`config.mk`:
```
export PLATFORM = sky130hd
export DESIGN_NAME = mips_multicycle_ctrl
export DESIGN_NICKNAME = d
export VERILOG_FILES = /design/src/rtl/mips_multicycle_ctrl.sv
export SDC_FILE = /design/constraint.sdc
export NUM_CORES = 1
export LEC_CHECK = 0
export ABC_CLOCK_PERIOD_IN_PS = 1430
export CAP_MARGIN = 25
export CELL_PAD_IN_SITES_DETAIL_PLACEMENT = 1
export CELL_PAD_IN_SITES_GLOBAL_PLACEMENT = 1
export CORE_AREA = 5 5 52 54
export CTS_CLUSTER_SIZE = 24
export DETAILED_ROUTE_END_ITERATION = 7
export DIE_AREA = 0 0 57 59
export PLACE_DENSITY = 0.73
export REMOVE_ABC_BUFFERS = 1
export SYNTH_ARGS = -nofsm -noshare
export SYNTH_HDL_FRONTEND = slang
export SYNTH_SLANG_ARGS = --single-unit
```
`constraint.sdc`:
```
create_clock -name clk -period 1.43 [get_ports clk]
set_input_delay 0.286 -clock clk [delete_from_list [all_inputs] [get_ports clk]]
set_output_delay 0.286 -clock clk [all_outputs]
set_load 0.01 [all_outputs]
```
`src/rtl/mips_multicycle_ctrl.sv`:
```
// Moore sequencer for the shared multicycle MIPS datapath.
// Mux selects and write enables are decoded from the state register. The FETCH write strobes also use mem_ready.
module mips_multicycle_ctrl #(
  parameter logic [5:0] OP_RTYPE = 6'h00,
  parameter logic [5:0] OP_LW    = 6'h23,
  parameter logic [5:0] OP_SW    = 6'h2B,
  parameter logic [5:0] OP_BEQ   = 6'h04,
  parameter logic [5:0] OP_J     = 6'h02,
  parameter logic [5:0] OP_ADDI  = 6'h08
) (
  input  logic       clk,
  input  logic       rst_n,
  input  logic [0:5] opcode,
  input  logic       mem_ready,
  output logic       pc_write,
  output logic       pc_write_cond,
  output logic       iord,
  output logic       mem_read,
  output logic       mem_write,
  output logic       ir_write,
  output logic       mem_to_reg,
  output logic       reg_dst,
  output logic       reg_write,
  output logic       alu_src_a,
  output logic [0:1] alu_src_b,
  output logic [0:1] alu_op,
  output logic [0:1] pc_src,
  output logic       illegal_op,
  output logic [0:3] state
);

  // state  | meaning
  // IDLE   | after reset, all outputs idle
  // FETCH  | read instruction, PC += 4 when memory is ready
  // DECODE | register read, branch target precompute
  // MEMADR | effective address for lw/sw
  // MEMRD  | load data read, waits on mem_ready
  // MEMWB  | load writeback from MDR
  // MEMWR  | store write, waits on mem_ready
  // EXEC   | R-type ALU operation
  // ALUWB  | R-type writeback to rd
  // BRANCH | beq compare and conditional PC update
  // JUMP   | PC <- jump target
  // ADDIEX | addi ALU operation
  // ADDIWB | addi writeback to rt
  typedef enum logic [3:0] {
    S_IDLE   = 4'd0,
    S_FETCH  = 4'd1,
    S_DECODE = 4'd2,
    S_MEMADR = 4'd3,
    S_MEMRD  = 4'd4,
    S_MEMWB  = 4'd5,
    S_MEMWR  = 4'd6,
    S_EXEC   = 4'd7,
    S_ALUWB  = 4'd8,
    S_BRANCH = 4'd9,
    S_JUMP   = 4'd10,
    S_ADDIEX = 4'd11,
    S_ADDIWB = 4'd12
  } state_t;

  // Plain vector so the unused encodings 13-15 remain representable.
  logic [3:0] state_q;
  logic [3:0] state_d;

  always_ff @(posedge clk) begin
    if (!rst_n) begin
      state_q <= S_IDLE;
    end else begin
      state_q <= state_d;
    end
  end

  always_comb begin
    state_d = S_IDLE;
    case (state_q)
      S_IDLE:   state_d = S_FETCH;
      S_FETCH:  state_d = mem_ready ? S_DECODE : S_FETCH;
      S_DECODE: begin
        case (opcode)
          OP_LW, OP_SW: state_d = S_MEMADR;
          OP_RTYPE:     state_d = S_EXEC;
          OP_BEQ:       state_d = S_BRANCH;
          OP_J:         state_d = S_JUMP;
          OP_ADDI:      state_d = S_ADDIEX;
          default:      state_d = S_FETCH;
        endcase
      end
      // The IR holds the opcode stable, so it can still choose the load or store path here.
      S_MEMADR: state_d = (opcode == OP_SW) ? S_MEMWR : S_MEMRD;
      S_MEMRD:  state_d = mem_ready ? S_MEMWB : S_MEMRD;
      S_MEMWB:  state_d = S_FETCH;
      S_MEMWR:  state_d = mem_ready ? S_FETCH : S_MEMWR;
      S_EXEC:   state_d = S_ALUWB;
      S_ALUWB:  state_d = S_FETCH;
      S_BRANCH: state_d = S_FETCH;
      S_JUMP:   state_d = S_FETCH;
      S_ADDIEX: state_d = S_ADDIWB;
      S_ADDIWB: state_d = S_FETCH;
      default:  state_d = S_IDLE;
    endcase
  end

  always_comb begin
    pc_write      = 1'b0;
    pc_write_cond = 1'b0;
    iord          = 1'b0;
    mem_read      = 1'b0;
    mem_write     = 1'b0;
    ir_write      = 1'b0;
    mem_to_reg    = 1'b0;
    reg_dst       = 1'b0;
    reg_write     = 1'b0;
    alu_src_a     = 1'b0;
    alu_src_b     = 2'b00;
    alu_op        = 2'b00;
    pc_src        = 2'b00;
    illegal_op    = 1'b0;
    case (state_q)
      S_FETCH: begin
        mem_read  = 1'b1;
        alu_src_b = 2'b01;
        // The IR and PC load only on the cycle the instruction word arrives.
        ir_write  = mem_ready;
        pc_write  = mem_ready;
      end
      S_DECODE: begin
        alu_src_b = 2'b11;
        case (opcode)
          OP_LW, OP_SW, OP_RTYPE, OP_BEQ, OP_J, OP_ADDI: illegal_op = 1'b0;
          default:                                       illegal_op = 1'b1;
        endcase
      end
      S_MEMADR, S_ADDIEX: begin
        alu_src_a = 1'b1;
        alu_src_b = 2'b10;
      end
      S_MEMRD: begin
        mem_read = 1'b1;
        iord     = 1'b1;
      end
      S_MEMWB: begin
        reg_write  = 1'b1;
        mem_to_reg = 1'b1;
      end
      S_MEMWR: begin
        mem_write = 1'b1;
        iord      = 1'b1;
      end
      S_EXEC: begin
        alu_src_a = 1'b1;
        alu_op    = 2'b10;
      end
      S_ALUWB: begin
        reg_write = 1'b1;
        reg_dst   = 1'b1;
      end
      S_BRANCH: begin
        alu_src_a     = 1'b1;
        alu_op        = 2'b01;
        pc_write_cond = 1'b1;
        pc_src        = 2'b01;
      end
      S_JUMP: begin
        pc_write = 1'b1;
        pc_src   = 2'b10;
      end
      S_ADDIWB: begin
        reg_write = 1'b1;
      end
      default: ;
    endcase
  end

  assign state = state_q;

endmodule

```
* Word level (Yosys, flattened, before mapping)
Index checks and enable logic that the tools add are counted.
Operators by class: multiplexer cells 21, reduce and logical (&&, ||, !) cells 10, equality and inequality tests 17
Operators by type and width (number):
- 4-bit case mux with 8 select lines | 1
- 4-bit equality test, second input constant | 5
- 4-bit case mux with 5 select lines | 1
- 4-bit by 3-bit equality test with 1-bit output, second input constant | 4
- 6-bit equality test, second input constant | 2
- 1-bit 2-to-1 mux | 12
- 6-bit OR reduction | 2
- 4-bit by 2-bit equality test with 1-bit output, second input constant | 2
- 2-bit case mux with 2 select lines | 2
- 2-bit OR reduction | 4
- 6-bit by 2-bit equality test with 1-bit output, second input constant | 1
- 6-bit by 3-bit equality test with 1-bit output, second input constant | 1
- 6-bit by 4-bit equality test with 1-bit output, second input constant | 1
- 6-bit zero test | 1
- 2-bit case mux with 3 select lines | 1
- 4-bit by 1-bit equality test with 1-bit output, second input constant | 1
- 4-bit zero test | 1
- 2-bit 2-to-1 mux | 2
- 4-bit OR reduction | 1
- 3-bit 2-to-1 mux | 1
- 3-bit OR reduction | 1
- 1-bit case mux with 2 select lines | 1
Word-level totals: output and inout port bits 21, input bits 9, word-level logic and storage cells 49, bits in registers 4

* Longest topological paths before layout
depth after elaboration 4, mapped depth 4, gate-level depth less buffers 4

* Worst setup path after synthesis
OpenSTA, ideal clock, no wires.
kind flip-flop to output port, start point reg state_q[2], in the netlist state[1], end point out pc_write, setup slack -0.166 ns, data arrival time 1.310 ns, stages on the path, launching flop included 4, path buffers 1, data required time 1.144 ns, cell sequence dfxtp_1 > clkbuf_1 > nor4_1 > or2_2
Between the ends: longest elaborated chain between the ends 2, elaborated cells between the ends (all ways) 3, those cells by class 2 x eq/ne; 1 x mux
RTL lines:
- from (decl) | line 63 | logic [3:0] state_q;
- from (signal assigned) | line 70 | state_q <= state_d;
- 4-bit equality test or 4-bit by 1-bit equality test with 1-bit output (tied branches) | line 119 | case (state_q)
- 1-bit case mux with 2 select lines * | line 119
- to (decl) | line 15 | output logic pc_write,
Mark *: on every way between the ends. The rest lies on a longest branch, timed or not.

* Worst setup path after layout
start point reg state_q[0], in the netlist state[3], end point out pc_write
Same word-level chain as after synthesis.

==> results.yml <==
status:
  outcome: "finished with violations"
  violations: "setup timing"
global_routing:
  antenna_found_initial: 0
  grt_max_degree: 9
  grt_usage_pct: 19.0
  grt_first_pass_wirelength_mm: 4.89
  grt.overflow.total: 0
  grt_pass1_vias: 968
detailed_routing:
  wirelength_mm: 3.33
  via_per_inst: 5.12
  drtAntennaViolNets: 0
  drt_first_pass_iters: 4
  routedWlPerCell_um: 19.6
  drtIter0Drc: 22
  vias: 871
  drc_errors: 0
final_layout:
  area_growth_pct: 186
  finalNetCount: 153
  drive_gt1_share_pct: 73.9
  fin_util_pct: 62.4
  num_antenna_cells: 0
  largest_reg_flops: 4
cts:
  cts.sinks: 4
  clock_latency_ns: 0.25
  cts.clk_slew.worst_paths_ns: 0.04
  max-clock-path-buffers: 2
  htree_levels: 1
  postCtsHoldBufs: 0
  cts_tree: "built"
  numCtsBuffers: 3
  root_buffer: "clkbuf_4"
critical_path:
  rr_startpoint: "state[1]$_SDFF_PN0_"
  reg2regPathDepth: 5
  critPathBufInv: 2
  slowest_delay_ns: 0.36
  r2r_end: "state[2]$_SDFF_PN0_"
  crit_slowest_cell: "dfxtp_4"
  crit_arrival_ns: 1.30
  critPathMaxFanout: 3
  required_ns: 1.14
  critPathKind: "reg2out"
  rrSetupSlack_ns: -0.05
  path_cells: "nand2b_4, buf_4, nor2_2, or2_4, buf_6"
  crit_family: "simple AND/OR/NAND/NOR gates"
  cp-end-kind: "primary output"
  worstSetupStartpointType: "flop"
placement:
  hpwl_mm: 1.76
  portBuffers: 29
  gp_congestion: 0.752
min_path:
  hold_depth: 4
  holdCritStartpoint: "mem_ready"
  hp-class: "in2reg"
  hold-path-endpoint: "state[3]$_SDFF_PN0_"
floorplan:
  io_pins: 30
  die_height_um: 59
  die_area_um2: 3360
  coreArea_um2: 2170
  rows: 17
  die_w_um: 57
  initial_core_util_pct: 21.8
timing:
  fin_skew_ns: 0.00951
  setup_ws_ns: -0.152
  worst_pin_slew_ns: 0.392
  fin_crit_sh_pct: 111
  hold_viol: 0
  finalSetupViolCount: 13
  timing.fmax_mhz: 632
  rsz0062_at_grt: "true"
  setup_tns_ns: -0.841
  report.final.slew_viol_count: 0
  finalCriticalPeriod_ns: 1.58
  slew_headroom_pct: 73.4
synthesis:
  yosysSeqAreaShare_pct: 16.9
  ys.flop_type: "dfxtp_1"
  ys_ff_latch: 4
  netlist_instances: 70
  netlist-cell-type-count: 32
  synthesis.area_um2: 473
  ys_warn_count: 0
  synthArstFlopShare_pct: 0
  synth_area_per_cell_um2: 6.76
  synth-edff-count: 0
flow_run:
  maxCapViolCount: 0
power_and_ir_drop:
  leakagePower_nw: 0.627
  ir_drop_mv: 0.298
  p_per_area_nw_per_um2: 428
==> worst max path at each step <==
stage	start	endpoint	slack, ns	cells past startpoint
2_1_floorplan	state[3]$_SDFF_PN0_	pc_write	-0.27	3
4_1_cts	state[1]$_SDFF_PN0_	illegal_op	-0.22	4
3_5_place_dp	opcode[4]	illegal_op	-0.71	6
6_report	state[3]$_SDFF_PN0_	pc_write	-0.15	5
3_3_place_gp	opcode[4]	illegal_op	-0.68	6
5_1_grt	state[3]$_SDFF_PN0_	pc_write	-0.19	5
==> per-layer routing <==
metal | wire [um] | share of wire, % | vias up | GRT usage [%]
li1 | - | - | 406 | -
met1 | 1270 | 38 | 425 | 19.9
met2 | 1770 | 53 | 30 | 35.4
met3 | 192 | 5.8 | 10 | 5.66
met4 | 93 | 2.8 | 0 | 7.62
met5 | 0 | 0 | - | 0
==> metrics by stage <==
| stage | cells | setup WS, ns | cell area, um2 | hold slack (ns) | total power [mW] |
|---|---|---|---|---|---|
| after floorplan | 64 | -0.271 | 443 | 0.414 | 0.189 |
| after global placement | 148 | -0.685 | 971 | 0.656 | 0.318 |
| after detailed placement | 148 | -0.714 | 971 | 0.676 | 0.325 |
| after CTS | 162 | -0.220 | 1120 | 0.537 | 0.503 |
| after global routing | 170 | -0.188 | 1350 | 0.593 | 0.613 |
| final | 170 | -0.152 | 1350 | 0.583 | 0.580 |
==> power breakdown <==
part | switching, mW | total (mW) | internal, mW
Clock | 0.0591 | 0.154 | 0.0948
Sequential | 0.00868 | 0.121 | 0.113
Combinational | 0.136 | 0.305 | 0.169
==> kinds of logic after synthesis <==
logic type,after synthesis,share of synthesized area (%)
AOI/OAI and AO/OA,15,25.4
xor gates and xnor gates,2,3.70
buffers and inverters,8,7.94
DFF,4,16.9
and+or+nand+nor,41,46.0
==> cell usage in the layout, fill, tap and decap left out, types with 2 or more instances in the layout <==
master         netlist  layout
buf_4                2      36
buf_6                0      15
buf_2                0      12
dlygate4sd2_1        0       6
nand2b_4             0       5
nor2_1              12       5
nand2_1              6       5
nor2_4               0       4
dfxtp_4              0       4
nor2_2               0       3
nand3_1              3       3
nor3_1               5       3
clkbuf_4             0       3
nor3_2               1       2
a221oi_2             0       2
buf_8                0       2
==> worst register-to-register path, stage by stage, from the launching register on <==
cell and delay (ns):
dfxtp_4 0.37, buf_6 0.14, nor2_4 0.10, a32oi_2 0.13, or4b_4 0.55, o211ai_2 0.10
==> Yosys cell counts (2+ instances only) <==
library cell / instances / area (um2)
a21boi_0: 2 / 15.0
a221oi_1: 2 / 17.5
buf_4: 2 / 15.0
clkbuf_1: 4 / 15.0
dfxtp_1: 4 / 80.1
inv_1: 2 / 7.51
nand2_1: 6 / 22.5
nand2b_1: 6 / 37.5
nand3_1: 3 / 15.0
nor2_1: 12 / 45.0
nor3_1: 5 / 25.0
xnor2_1: 2 / 17.5
==> timing repair <==
action,4_1_cts,5_1_grt
gates cloned,0,0
pin swaps,9,13
buffers inserted,12,9
endpoints found under the setup margin,23,18
resized for setup,126,35
==> final cells by class <==
cell class / count / area, um2
clock buffer: 3 / 22.5
timing repair buffer: 75 / 627
fill: 260 / 816
inverter: 2 / 7.51
multi-input combinational: 58 / 567
tap: 28 / 35.0
sequential: 4 / 95.1
Note: power is estimated with default switching activity, not from simulation.
